[src/rtl/spi_txn_arbiter.sv]
// Round-robin arbiter sharing one spi_module master between NUM_REQ requesters.
// One transaction in flight at a time; a watchdog abandons transfers that never interrupt.
module spi_txn_arbiter #(
   parameter int NUM_REQ = 4,
   parameter int DATA_W  = 8,
   parameter int CFG_W   = 8,
   parameter int TIMEOUT = 1024
) (
   input  logic                      i_sys_clk,
   input  logic                      i_sys_rst,
   input  logic [NUM_REQ-1:0]        i_req_valid,
   input  logic [NUM_REQ*DATA_W-1:0] i_req_data,
   input  logic [NUM_REQ*CFG_W-1:0]  i_req_cfg,
   output logic [NUM_REQ-1:0]        o_req_ready,
   output logic [NUM_REQ-1:0]        o_rsp_valid,
   output logic [DATA_W-1:0]         o_rsp_data,
   output logic                      o_rsp_err,
   output logic                      o_busy,
   output logic [DATA_W-1:0]         o_spi_data,
   output logic [CFG_W-1:0]          o_spi_config,
   output logic                      o_spi_trans_en,
   input  logic                      i_spi_interrupt,
   input  logic [DATA_W-1:0]         i_spi_data
);

   localparam int IDX_W = (NUM_REQ > 1) ? $clog2(NUM_REQ) : 1;
   localparam int CNT_W = $clog2(TIMEOUT);
   localparam logic [IDX_W:0]       NREQ_X   = (IDX_W+1)'(NUM_REQ);
   localparam logic [IDX_W-1:0]     LAST_IDX = IDX_W'(NUM_REQ-1);
   localparam logic [CNT_W-1:0]     CNT_LAST = CNT_W'(TIMEOUT-1);
   localparam logic [NUM_REQ-1:0]   ONE_HOT0 = NUM_REQ'(1);

   typedef enum logic [2:0] {
      S_IDLE,
      S_GRANT,
      S_SETUP,
      S_BUSY,
      S_DONE
   } state_e;

   state_e              state_q, state_d;
   logic [IDX_W-1:0]    rr_ptr_q, rr_ptr_d;
   logic [IDX_W-1:0]    grant_q, grant_d;
   logic [CNT_W-1:0]    cnt_q, cnt_d;
   logic [NUM_REQ-1:0]  ready_q, ready_d;
   logic [NUM_REQ-1:0]  rsp_valid_q, rsp_valid_d;
   logic [DATA_W-1:0]   rsp_data_q, rsp_data_d;
   logic                rsp_err_q, rsp_err_d;
   logic                busy_q, busy_d;
   logic [DATA_W-1:0]   spi_data_q, spi_data_d;
   logic [CFG_W-1:0]    spi_cfg_q, spi_cfg_d;
   logic                trans_en_q, trans_en_d;

   logic [DATA_W-1:0]   req_data [NUM_REQ];
   logic [CFG_W-1:0]    req_cfg  [NUM_REQ];

   for (genvar k = 0; k < NUM_REQ; k++) begin : g_unpack
      assign req_data[k] = i_req_data[k*DATA_W +: DATA_W];
      assign req_cfg[k]  = i_req_cfg[k*CFG_W +: CFG_W];
   end

   // First valid requester at or after rr_ptr, wrapping modulo NUM_REQ.
   logic              pick_found;
   logic [IDX_W-1:0]  pick_idx;
   logic [IDX_W:0]    cand;

   always_comb begin
      pick_found = 1'b0;
      pick_idx   = '0;
      cand       = '0;
      for (int i = 0; i < NUM_REQ; i++) begin
         cand = {1'b0, rr_ptr_q} + (IDX_W+1)'(i);
         if (cand >= NREQ_X) cand = cand - NREQ_X;
         if (!pick_found && i_req_valid[cand[IDX_W-1:0]]) begin
            pick_found = 1'b1;
            pick_idx   = cand[IDX_W-1:0];
         end
      end
   end

   always_comb begin
      state_d     = state_q;
      rr_ptr_d    = rr_ptr_q;
      grant_d     = grant_q;
      cnt_d       = cnt_q;
      ready_d     = '0;
      rsp_valid_d = '0;
      rsp_data_d  = rsp_data_q;
      rsp_err_d   = rsp_err_q;
      spi_data_d  = spi_data_q;
      spi_cfg_d   = spi_cfg_q;
      trans_en_d  = 1'b0;

      case (state_q)
         S_IDLE: begin
            if (pick_found) begin
               grant_d = pick_idx;
               ready_d = ONE_HOT0 << pick_idx;
               state_d = S_GRANT;
            end
         end
         S_GRANT: begin
            // Requester holds its word through GRANT, so sample at the closing edge.
            spi_data_d = req_data[grant_q];
            spi_cfg_d  = req_cfg[grant_q];
            rr_ptr_d   = (grant_q == LAST_IDX) ? '0 : grant_q + IDX_W'(1);
            state_d    = S_SETUP;
         end
         S_SETUP: begin
            cnt_d      = '0;
            trans_en_d = 1'b1;
            state_d    = S_BUSY;
         end
         S_BUSY: begin
            trans_en_d = 1'b1;
            cnt_d      = cnt_q + CNT_W'(1);
            if (i_spi_interrupt) begin
               rsp_data_d  = i_spi_data;
               rsp_err_d   = 1'b0;
               rsp_valid_d = ONE_HOT0 << grant_q;
               trans_en_d  = 1'b0;
               state_d     = S_DONE;
            end else if (cnt_q == CNT_LAST) begin
               rsp_data_d  = '0;
               rsp_err_d   = 1'b1;
               rsp_valid_d = ONE_HOT0 << grant_q;
               trans_en_d  = 1'b0;
               state_d     = S_DONE;
            end
         end
         S_DONE: begin
            state_d = S_IDLE;
         end
         default: begin
            state_d = S_IDLE;
         end
      endcase

      busy_d = (state_d != S_IDLE);
   end

   always_ff @(posedge i_sys_clk or negedge i_sys_rst) begin
      if (!i_sys_rst) begin
         state_q     <= S_IDLE;
         rr_ptr_q    <= '0;
         grant_q     <= '0;
         cnt_q       <= '0;
         ready_q     <= '0;
         rsp_valid_q <= '0;
         rsp_data_q  <= '0;
         rsp_err_q   <= 1'b0;
         busy_q      <= 1'b0;
         spi_data_q  <= '0;
         spi_cfg_q   <= '0;
         trans_en_q  <= 1'b0;
      end else begin
         state_q     <= state_d;
         rr_ptr_q    <= rr_ptr_d;
         grant_q     <= grant_d;
         cnt_q       <= cnt_d;
         ready_q     <= ready_d;
         rsp_valid_q <= rsp_valid_d;
         rsp_data_q  <= rsp_data_d;
         rsp_err_q   <= rsp_err_d;
         busy_q      <= busy_d;
         spi_data_q  <= spi_data_d;
         spi_cfg_q   <= spi_cfg_d;
         trans_en_q  <= trans_en_d;
      end
   end

   assign o_req_ready    = ready_q;
   assign o_rsp_valid    = rsp_valid_q;
   assign o_rsp_data     = rsp_data_q;
   assign o_rsp_err      = rsp_err_q;
   assign o_busy         = busy_q;
   assign o_spi_data     = spi_data_q;
   assign o_spi_config   = spi_cfg_q;
   assign o_spi_trans_en = trans_en_q;

endmodule
[config.mk]
export PLATFORM = sky130hd
export DESIGN_NAME = spi_txn_arbiter
export DESIGN_NICKNAME = d
export VERILOG_FILES = /design/src/rtl/spi_txn_arbiter.sv
export SDC_FILE = /design/constraint.sdc
export NUM_CORES = 1
export LEC_CHECK = 0
export BUFFER_PORTS_ARGS = -buffer_cell sky130_fd_sc_hd__buf_2
export CELL_PAD_IN_SITES_DETAIL_PLACEMENT = 1
export CELL_PAD_IN_SITES_GLOBAL_PLACEMENT = 1
export CORE_ASPECT_RATIO = 0.5
export CORE_MARGIN = 8
export CORE_UTILIZATION = 31
export DETAILED_ROUTE_END_ITERATION = 10
export PLACE_DENSITY_LB_ADDON = 0.1
export SYNTH_ARGS = -nofsm -noshare
export SYNTH_HDL_FRONTEND = slang
export SYNTH_SLANG_ARGS = --single-unit
export TNS_END_PERCENT = 5
[constraint.sdc]
create_clock -name i_sys_clk -period 1.8 [get_ports i_sys_clk]
set_input_delay 0.27 -clock i_sys_clk [delete_from_list [all_inputs] [get_ports i_sys_clk]]
set_output_delay 0.27 -clock i_sys_clk [all_outputs]
set_load 0.01 [all_outputs]
==> reports/qor.csv, run 1 <==
stage,metric,value,unit
clock_tree,cts_made_buffers,5,
power_and_ir_drop,finalPower,0.00546,W
routing,avgViaCountPerCell,4.85,
power_and_ir_drop,powerDensity,1550,nW/µm²
routing,drcViolationCount,0,
synth,synthArstFlopShare,1.00,
layout,area_delta_synth_final,33.3,%
floorplanning,die_h,81.2,µm
timing,fin_crit_sh,0.916,
layout,nFillCells,930,
routing,drtIter0Drc,45,
synth,yosysWarnings,0,
setup_path,critical_path_required,1.98,ns
synth,synth_edf_count,0,
placed_design,port_buffers,113,
setup_path,crit_path_max_incr_delay,0.41,ns
synth,ys_ff_latch,52,
clock_tree,cts_tree,done,
synth,synth.top_cell.area_share,0.493,
global_routing,grt_pass1_wl,11900,µm
power_and_ir_drop,leakage,1.70,nW
routing,ant_nets,0,
global_routing,track_usage,0.125,
layout,n_antenna_cell,0,
synth,yosysTopAreaCell,dfrtp_1,
layout,instances_no_fill,433,
floorplanning,core,8120,µm²
setup_path,arrival,1.83,ns
setup_path,worst-path-max-fanout,9,
timing,rsz0062_at_grt,no,
synth,synthDistinctLibCells,40,
floorplanning,start_util,0.325,
global_routing,antenna_found_initial,0,
layout,drive_gt1_frac,0.526,
layout,final_common_cell,buf_2,
routing,vias,2099,
placed_design,dp_cells,424,
layout,final_cell_mix,"buf_2, dfrtp_1, mux2_2, mux4_2, nand2_1",
outcome,status,"finished, final reports clean",
layout,seq_area,1300,µm²
min_path,hold_class,primary input to flip-flop,
routing,wl_per_cell,16.5,µm
timing,setup_tns,0,ns
synth,synth_flop_cell,dfrtp_1,
placed_design,finalWeightedCongestion,0.773,
job,drv_cap,0,
routing,wl,7150,µm
timing,slew_viol_final,0,
timing,period_needed,1.65,ns
global_routing,grt_max_degree,53,
layout,nets,404,
timing,setup_violations,0,
power_and_ir_drop,ir_worst_vdd,0.592,mV
clock_tree,clock_latency,0.29,ns
floorplanning,dieArea,11900,µm²
setup_path,cp_cell_sequence,ha_1 -> and4_1 -> a31o_2 -> nand3_4 -> inv_1 -> and2_1,
setup_path,end_kind,flip-flop,
routing,drt_pass1_iterations,3,
floorplanning,ioPinCount,114,
clock_tree,cts_buffer_depth,2,
timing,finClkSkew,0.00429,ns
clock_tree,htreeDepth,2,
synth,syn_inst,203,
layout,utilization,0.433,
clock_tree,cts_root_buffer,clkbuf_16,
synth,synth_area_leaders,"dfrtp_1, mux4_2, mux2_2",
clock_tree,clk_pin_slew,0.07,ns
timing,hold_viol_final,0,
setup_path,cp_slowest_cell,dfrtp_1,
setup_path,cp-start-kind,flip-flop,
synth,yosysSeqAreaShare,0.493,
floorplanning,die_w,146,µm
setup_path,crit_type,flip-flop to flip-flop,
layout,multi_input_area,1230,µm²
synth,syn_avg_cell_area,13.0,µm²
global_routing,grt_overflow_total,0,
placed_design,dp_hpwl,5680,µm
clock_tree,clock-sinks,52,
timing,fmax,607,MHz
timing,slew_headroom,0.590,
synth,netlist_area,2640,µm²
synth,synth_nets,287,
timing,tightest_slew,0.611,ns
global_routing,grt_pass1_vias,2457,
floorplanning,row_count,23,
==> logic make-up after synthesis <==
| logic type | after synthesis | synth area share |
|---|---|---|
| flops | 52 | 0.493 |
| mux | 38 | 0.229 |
| buf+inv | 20 | 0.0446 |
| compound gates | 39 | 0.0996 |
| simple gates | 49 | 0.110 |
| fa+ha+maj | 5 | 0.0237 |
==> state kept, by name, summed over array words and instances, names as in the netlist <==
register,cells
grant_q,2
rr_ptr_q,2
o_spi_trans_en,1
o_rsp_err,1
o_spi_config,8
o_req_ready,4
o_rsp_data,8
state_q,3
cnt_q,10
o_spi_data,8
o_busy,1
o_rsp_valid,4
==> critical path, delay by kind of cell, from the launching register on <==
family,cells,cell delay (ns)
and+or+nand+nor,3,0.51
adders and majority gates,1,0.23
buffers and inverters,1,0.10
DFF,1,0.41
AOI/OAI and AO/OA,1,0.30
==> routing by layer <==
layer / global-route usage / vias up / part of all wire
li1: - / 991 / -
met1: 0.135 / 1046 / 0.40
met2: 0.224 / 57 / 0.51
met3: 0.0549 / 5 / 0.079
met4: 0.0347 / 0 / 0.0083
met5: 0 / - / 0
==> path summary, 6_finish.rpt <==
| check | end | startpoint | slack (ns) | cells past startpoint |
|---|---|---|---|---|
| max | o_rsp_valid[1] | cnt_q[0] | 0.15 | 6 |
| min | o_rsp_data[1] | i_spi_data[1] | 0.19 | 2 |
| max reg2reg | o_rsp_valid[1] | cnt_q[0] | 0.15 | 6 |
| min reg2reg | o_rsp_data[6] | o_rsp_data[6] | 0.50 | 1 |
| max in group asynchronous | cnt_q[8] | i_sys_rst | 1.05 | 3 |
| min in group asynchronous | o_spi_config[5] | i_sys_rst | 0.48 | 3 |
==> area by class of cell <==
cell class	count	share of cell area
tap	112	0.0398
multi-input combinational	131	0.349
sequential	52	0.370
inverter	8	0.00854
timing repair buffer	122	0.191
clock buffer	8	0.0416
==> stage by stage <==
step / setup slack (ns) / area (µm²) / hold WS, ns
after floorplan: 0.198 / 2640 / -0.0256
after global placement: 0.152 / 3350 / 0.285
after detailed placement: 0.0896 / 3350 / 0.286
after CTS: 0.0801 / 3510 / 0.185
after global routing: 0.0579 / 3520 / 0.190
final: 0.151 / 3520 / 0.193
==> power breakdown <==
| part | internal, W | leakage [nW] | switching [W] |
|---|---|---|---|
| Sequential | 0.00161 | 0.656 | 0.000309 |
| Clock | 0.000555 | 0.0712 | 0.000402 |
| Combinational | 0.00136 | 0.972 | 0.00122 |
| Total | 0.00352 | 1.70 | 0.00193 |
==> repair_timing <==
| item | 4_1_cts | 5_1_grt |
|---|---|---|
| gates resized for setup | 0 | 1 |
| hold buffers | 1 | 0 |
| endpoints found under the setup margin | 0 | 6 |
| setup buffers | 0 | 0 |
| endpoints found under the hold margin | 52 | 0 |
==> synthesized netlist by cell type (4+ instances only) <==
cell and count:
mux4_2 16, nand2_1 12, inv_1 8, mux2_2 19
a22o_1 10, nor3_1 5, nor2_1 5, and2_1 4
o21ai_0 11, ha_1 5, buf_6 5, dfrtp_1 52
a21oi_1 8
(Power assumes the default switching activity.)
==> run 2, diff against run 1 <==
Settings changed: PLACE_DENSITY set to 0.8, PLACE_DENSITY_LB_ADDON 0.1 to unset.
==> run 2 against run 1 <==
  * Clock power grew 0.5%
  * Clock skew up 0.0088 ns
  * Worst hold slack worse by 0.0030 ns
  * Cell area shrank 0.36%
  * Critical path depth unchanged
  * Sequential power about the same
  * Fmax decreased by 3.3%
  * Sequential share of layout area increased by 0.13 points
  * Total power up 1.2%
  * Via count up 2.4%
  * Highest routed layer unchanged
==> reports/qor.csv, run 2 (same netlist as run 1, synthesis figures left out) <==
stage,metric,value,unit,change
power_and_ir_drop,powerDensity,1580,nW/µm²,+1.5%
placed_design,dp_hpwl,6640,µm,+17%
global_routing,grt_overflow_total,0,,unchanged
floorplanning,core,8120,µm²,unchanged
floorplanning,die_h,81.2,µm,unchanged
routing,avgViaCountPerCell,4.95,,+2.1%
setup_path,r2r_cells,6,,unchanged
clock_tree,clock-sinks,52,,unchanged
setup_path,arrival,1.89,ns,+0.06 ns
timing,fmax,587,MHz,-3.3%
clock_tree,clock_latency,0.30,ns,about the same
timing,period_needed,1.70,ns,+0.0559 ns
timing,finClkSkew,0.0131,ns,+0.00879 ns
timing,setup_tns,0,ns,unchanged
clock_tree,cts_root_buffer,clkbuf_16,,
layout,instances_no_fill,434,,+0.23%
layout,largest_register,cnt_q,,
clock_tree,clk_pin_slew,0.07,ns,about the same
routing,vias,2149,,+2.4%
timing,fin_crit_sh,0.947,,+0.0311
global_routing,grt_pass1_wl,12800,µm,+6.8%
routing,wl,8150,µm,+14%
timing,setup_violations,0,,unchanged
global_routing,grt_pass1_vias,2489,,+1.3%
timing,hold_viol_final,0,,unchanged
layout,n_antenna_cell,0,,unchanged
placed_design,port_buffers,113,,unchanged
setup_path,r2r_slack,0.1,ns,-0.06 ns
layout,final_common_cell,buf_2,,
clock_tree,cts_tree,done,,
min_path,hold_class,primary input to flip-flop,,
setup_path,crit-reg2reg-launch,cnt_q[0],,
global_routing,antenna_found_initial,0,,unchanged
power_and_ir_drop,ir_worst_vdd,0.569,mV,-3.7%
min_path,min_from,i_spi_data[3],,
placed_design,dp_cells,425,,+0.24%
timing,rsz0062_at_grt,no,,
min_path,hold_path_depth,2,,unchanged
layout,multi_input_area,1230,µm²,+0.51%
clock_tree,cts_setup_buffers,0,,unchanged
setup_path,crit_type,flip-flop to flip-flop,,
layout,nets,405,,+0.25%
layout,largest_register_ffs,10,,unchanged
routing,ant_nets,0,,unchanged
clock_tree,cts_made_buffers,5,,unchanged
setup_path,cp-start-kind,flip-flop,,
layout,nFillCells,939,,+0.97%
floorplanning,start_util,0.325,,unchanged
layout,seq_area,1300,µm²,unchanged
routing,wl_per_cell,18.8,µm,+14%
layout,final_cell_mix,"buf_2, dfrtp_1, mux2_2, mux4_2, nand2_1",,
placed_design,finalWeightedCongestion,0.784,,+1.4%
power_and_ir_drop,leakage,1.69,nW,-0.47%
layout,drive_gt1_frac,0.534,,+0.00768
floorplanning,die_w,146,µm,unchanged
timing,holdWs,0.190,ns,-0.00304 ns
min_path,holdPathEnd,o_rsp_data[3],,
clock_tree,cts_buffer_depth,2,,unchanged
setup_path,end_kind,flip-flop,,
layout,area_delta_synth_final,32.9,%,
floorplanning,ioPinCount,114,,unchanged
timing,slew_viol_final,0,,unchanged
floorplanning,dieArea,11900,µm²,unchanged
global_routing,grt_max_degree,23,,-57%
timing,tightest_slew,0.544,ns,-0.0675 ns
job,drv_cap,0,,unchanged
routing,drtIter0Drc,164,,+260%
timing,slew_headroom,0.637,,+0.0477
setup_path,critical_path_required,1.98,ns,about the same
routing,drcViolationCount,0,,unchanged
floorplanning,row_count,23,,unchanged
setup_path,worst-path-max-fanout,9,,unchanged
outcome,status,"finished, final reports clean",,
clock_tree,htreeDepth,2,,unchanged
setup_path,worstReg2RegEnd,o_rsp_valid[2],,
global_routing,track_usage,0.135,,+0.00979
routing,drt_pass1_iterations,4,,+1
[run 2: what timing repair did]
item	CTS	global route
hold endpoints to repair	18	0
setup endpoints to repair	0	12
resized for setup	0	2
hold buffers	1	0
[run 2: worst max-delay path by stage]
stage	startpoint	end	slack [ns]	cells past startpoint
floorplan	grant_q[1]	rr_ptr_q[1]	0.20	5
detailed placement	cnt_q[0]	o_rsp_valid[2]	0.08	6
global placement	cnt_q[0]	o_rsp_valid[2]	0.17	6
finish	cnt_q[0]	o_rsp_valid[2]	0.1	6
CTS	cnt_q[0]	o_rsp_valid[2]	0.05	6
global route	cnt_q[0]	o_rsp_valid[2]	0.05	6
[run 2: critical path, stage by stage, from the launching register on]
cell and delay [ns]:
dfrtp_1 0.41, ha_1 0.24, and4_1 0.22, a31o_2 0.30
nand3_4 0.14, inv_1 0.11, and2_1 0.17
[run 2: cell type report]
class	instances	area share
sequential	52	0.371
multi-input combinational	131	0.352
timing repair buffer	123	0.187
tap	112	0.0400
clock buffer	6	0.0368
inverter	8	0.00857
clock inverter	2	0.00464
[run 2: report_power, final]
group	switching, W	internal [W]	total (W)	leakage, nW
combinational	0.00133	0.00134	0.00267	0.969
sequential	0.000279	0.00161	0.00189	0.656
clock	0.000442	0.000520	0.000962	0.0671
[run 2: metal layers]
metal | share of wire | vias up | track usage
met5 | 0 | - | 0
met4 | 0.023 | 0 | 0.0489
met3 | 0.043 | 15 | 0.0322
met2 | 0.57 | 57 | 0.273
met1 | 0.37 | 1084 | 0.135
li1 | - | 993 | -
[run 2: stage by stage]
step | total power [W] | util | setup slack, ns | area, µm²
2_1_floorplan | 0.00371 | - | 0.198 | 2640
3_5_place_dp | 0.00459 | 0.411 | 0.0778 | 3340
4_1_cts | 0.00557 | 0.430 | 0.0523 | 3490
5_1_grt | 0.00588 | 0.432 | 0.0477 | 3500
6_report | 0.00552 | 0.432 | 0.0955 | 3500
3_3_place_gp | 0.00441 | 0.411 | 0.170 | 3340
==> run 3, diff against run 2 <==
==> constraint.sdc (replaced) <==
create_clock -name i_sys_clk -period 1.8 [get_ports i_sys_clk]
set_input_delay 0.09 -clock i_sys_clk [delete_from_list [all_inputs] [get_ports i_sys_clk]]
set_output_delay 0.09 -clock i_sys_clk [all_outputs]
set_load 0.01 [all_outputs]
==> run 3 against run 2 <==
  * Clock power increased by 2.9%
  * Critical path depth unchanged
  * Core utilization decreased by 0.062 points
  * Worst hold slack got worse by 0.18 ns
  * Count of clock-buffer cells in the layout decreased by 1
  * First-iteration DRC count decreased by 32%
  * Register-to-register slack improved by 0.04 ns
  * Critical path type unchanged
  * Largest cell class unchanged
  * Largest power group unchanged
==> reports/qor.csv, run 3 (same netlist as run 1, synthesis figures left out) <==
stage,metric,value,unit,change
placed_design,port_buffers,113,,unchanged
timing,rsz0062_at_grt,no,,
global_routing,antenna_found_initial,0,,unchanged
power_and_ir_drop,powerDensity,1590,nW/µm²,+0.87%
routing,wl,8170,µm,+0.21%
clock_tree,cts_tree,done,,
clock_tree,htreeDepth,2,,unchanged
power_and_ir_drop,leakage,1.69,nW,about the same
power_and_ir_drop,switchingPower,0.00209,W,+1.7%
routing,drtIter0Drc,112,,-32%
timing,setup_violations,0,,unchanged
setup_path,critical_path_required,1.99,ns,about the same
clock_tree,cts_setup_buffers,0,,unchanged
placed_design,place_ws,0.102,ns,+0.0238 ns
power_and_ir_drop,power.clock.fraction,0.178,,+0.004
routing,drcViolationCount,0,,unchanged
floorplanning,row_count,23,,unchanged
layout,final_cell_mix,"buf_2, dfrtp_1, mux2_2, mux4_2, nand2_1",,
global_routing,grt_overflow_total,0,,unchanged
floorplanning,die_w,146,µm,unchanged
routing,wl_per_cell,18.8,µm,about the same
setup_path,arrival,1.86,ns,-0.03 ns
power_and_ir_drop,p_sw_frac,0.376,,+0.00360
clock_tree,clk_pin_slew,0.07,ns,about the same
global_routing,track_usage,0.138,,+0.00379
timing,fin_crit_sh,0.927,,-0.0198
clock_tree,cts_buffer_depth,2,,unchanged
power_and_ir_drop,p_int,0.00347,W,+0.14%
setup_path,cp_cell_sequence,ha_1 -> and4_1 -> a31o_2 -> nand3_4 -> inv_1 -> and2_1,,
placed_design,finalWeightedCongestion,0.764,,-2.6%
timing,tightest_slew,0.679,ns,+0.135 ns
routing,drt_pass1_iterations,4,,unchanged
layout,final_common_cell,buf_2,,
layout,largest_register,cnt_q,,
routing,avgViaCountPerCell,4.98,,+0.61%
timing,period_needed,1.67,ns,-0.0357 ns
setup_path,end_kind,flip-flop,,
timing,slew_viol_final,0,,unchanged
clock_tree,cts_root_buffer,clkbuf_16,,
timing,hold_viol_final,0,,unchanged
global_routing,grt_max_degree,31,,+35%
floorplanning,ioPinCount,114,,unchanged
timing,setup_ws,0.131,ns,+0.0357 ns
floorplanning,core,8120,µm²,unchanged
layout,area_delta_synth_final,32.7,%,
timing,finClkSkew,0.0103,ns,-0.00280 ns
layout,utilization,0.431,,-0.000616
placed_design,dp_hpwl,6540,µm,-1.5%
power_and_ir_drop,p_comb_frac,0.478,,-0.005
clock_tree,clock-sinks,52,,unchanged
setup_path,crit_type,flip-flop to flip-flop,,
setup_path,cp-start-kind,flip-flop,,
floorplanning,start_util,0.325,,unchanged
setup_path,r2r_slack,0.13,ns,+0.04 ns
floorplanning,die_h,81.2,µm,unchanged
setup_path,worst-path-max-fanout,9,,unchanged
power_and_ir_drop,seq_power_share,0.344,,about the same
timing,fmax,599,MHz,+2.1%
outcome,status,"finished, final reports clean",,
power_and_ir_drop,ir_worst_vdd,0.497,mV,-13%
setup_path,crit_path_max_incr_delay,0.41,ns,about the same
layout,drive_gt1_frac,0.537,,+0.00311
routing,ant_nets,0,,unchanged
clock_tree,clock_latency,0.30,ns,about the same
setup_path,cp_slowest_cell,dfrtp_1,,
clock_tree,cts_made_buffers,5,,unchanged
timing,setup_tns,0,ns,unchanged
placed_design,place_area,3320,µm²,-0.38%
timing,slew_headroom,0.547,,-0.0903
layout,final_area,3500,µm²,-0.14%
floorplanning,dieArea,11900,µm²,unchanged
routing,vias,2167,,+0.84%
job,drv_cap,0,,unchanged
layout,largest_register_ffs,10,,unchanged
global_routing,grt_pass1_wl,13100,µm,+2.5%
layout,nets,405,,unchanged
min_path,hold_class,primary input to flip-flop,,
timing,holdWs,0.0132,ns,-0.177 ns
global_routing,grt_pass1_vias,2510,,+0.84%
[run 3: repair_timing]
item | 4_1_cts | 5_1_grt
resized for setup | 0 | 2
hold buffers | 1 | 0
hold endpoints to repair | 28 | 0
endpoints found under the setup margin | 0 | 6
[run 3: layout make-up]
| class | count | area (µm²) |
|---|---|---|
| sequential | 52 | 1300 |
| antenna | 1 | 2.50 |
| multi-input combinational | 131 | 1230 |
| tap | 112 | 140 |
| inverter | 8 | 30.0 |
| fill | 927 | 4620 |
| clock inverter | 3 | 25.0 |
| timing repair buffer | 123 | 643 |
| clock buffer | 5 | 125 |
[run 3: routing by layer]
layer  track usage  vias up  routed length (µm)  share of wire
met5             0        -                   0              0
met1         0.138     1112                2960           0.36
met4        0.0550        0                 127          0.016
met2         0.279       49                4720           0.58
met3        0.0344        9                 351          0.043
li1              -      997                   -              -
[run 3: worst paths after layout]
check / start / end / cells after the start
worst max-delay path: cnt_q[0] / o_rsp_valid[3] / 6
worst min-delay path: i_spi_data[3] / o_rsp_data[3] / 2
worst max register to register: cnt_q[0] / o_rsp_valid[3] / 6
worst min register to register: o_rsp_data[3] / o_rsp_data[3] / 1
max in group asynchronous: i_sys_rst / o_spi_config[7] / 3
min in group asynchronous: i_sys_rst / o_req_ready[0] / 2
[run 3: metrics by stage]
| stage | total power, W | std cells |
|---|---|---|
| global route | 0.00595 | 434 |
| global placement | 0.00440 | 425 |
| detailed placement | 0.00459 | 425 |
| floorplan | 0.00371 | 203 |
| CTS | 0.00563 | 434 |
| finish | 0.00556 | 435 |
[run 3: power groups by stage]
stage                     sequential [W]  clock, W  combinational (W)
final                            0.00191  0.000990            0.00266
after global routing             0.00198   0.00106            0.00292
after CTS                        0.00192   0.00102            0.00270
after detailed placement         0.00192         0            0.00267
after global placement           0.00189         0            0.00251
after floorplan                  0.00202         0            0.00169
[run 3: critical path: cells and delay by family, from the launching register on]
family,cells,cell delay [ns]
buffers and inverters,1,0.11
flip-flops,1,0.41
AND/OR/NAND/NOR,3,0.51
AO/OA/AOI/OAI,1,0.30
adder cells (fa/ha/maj),1,0.23
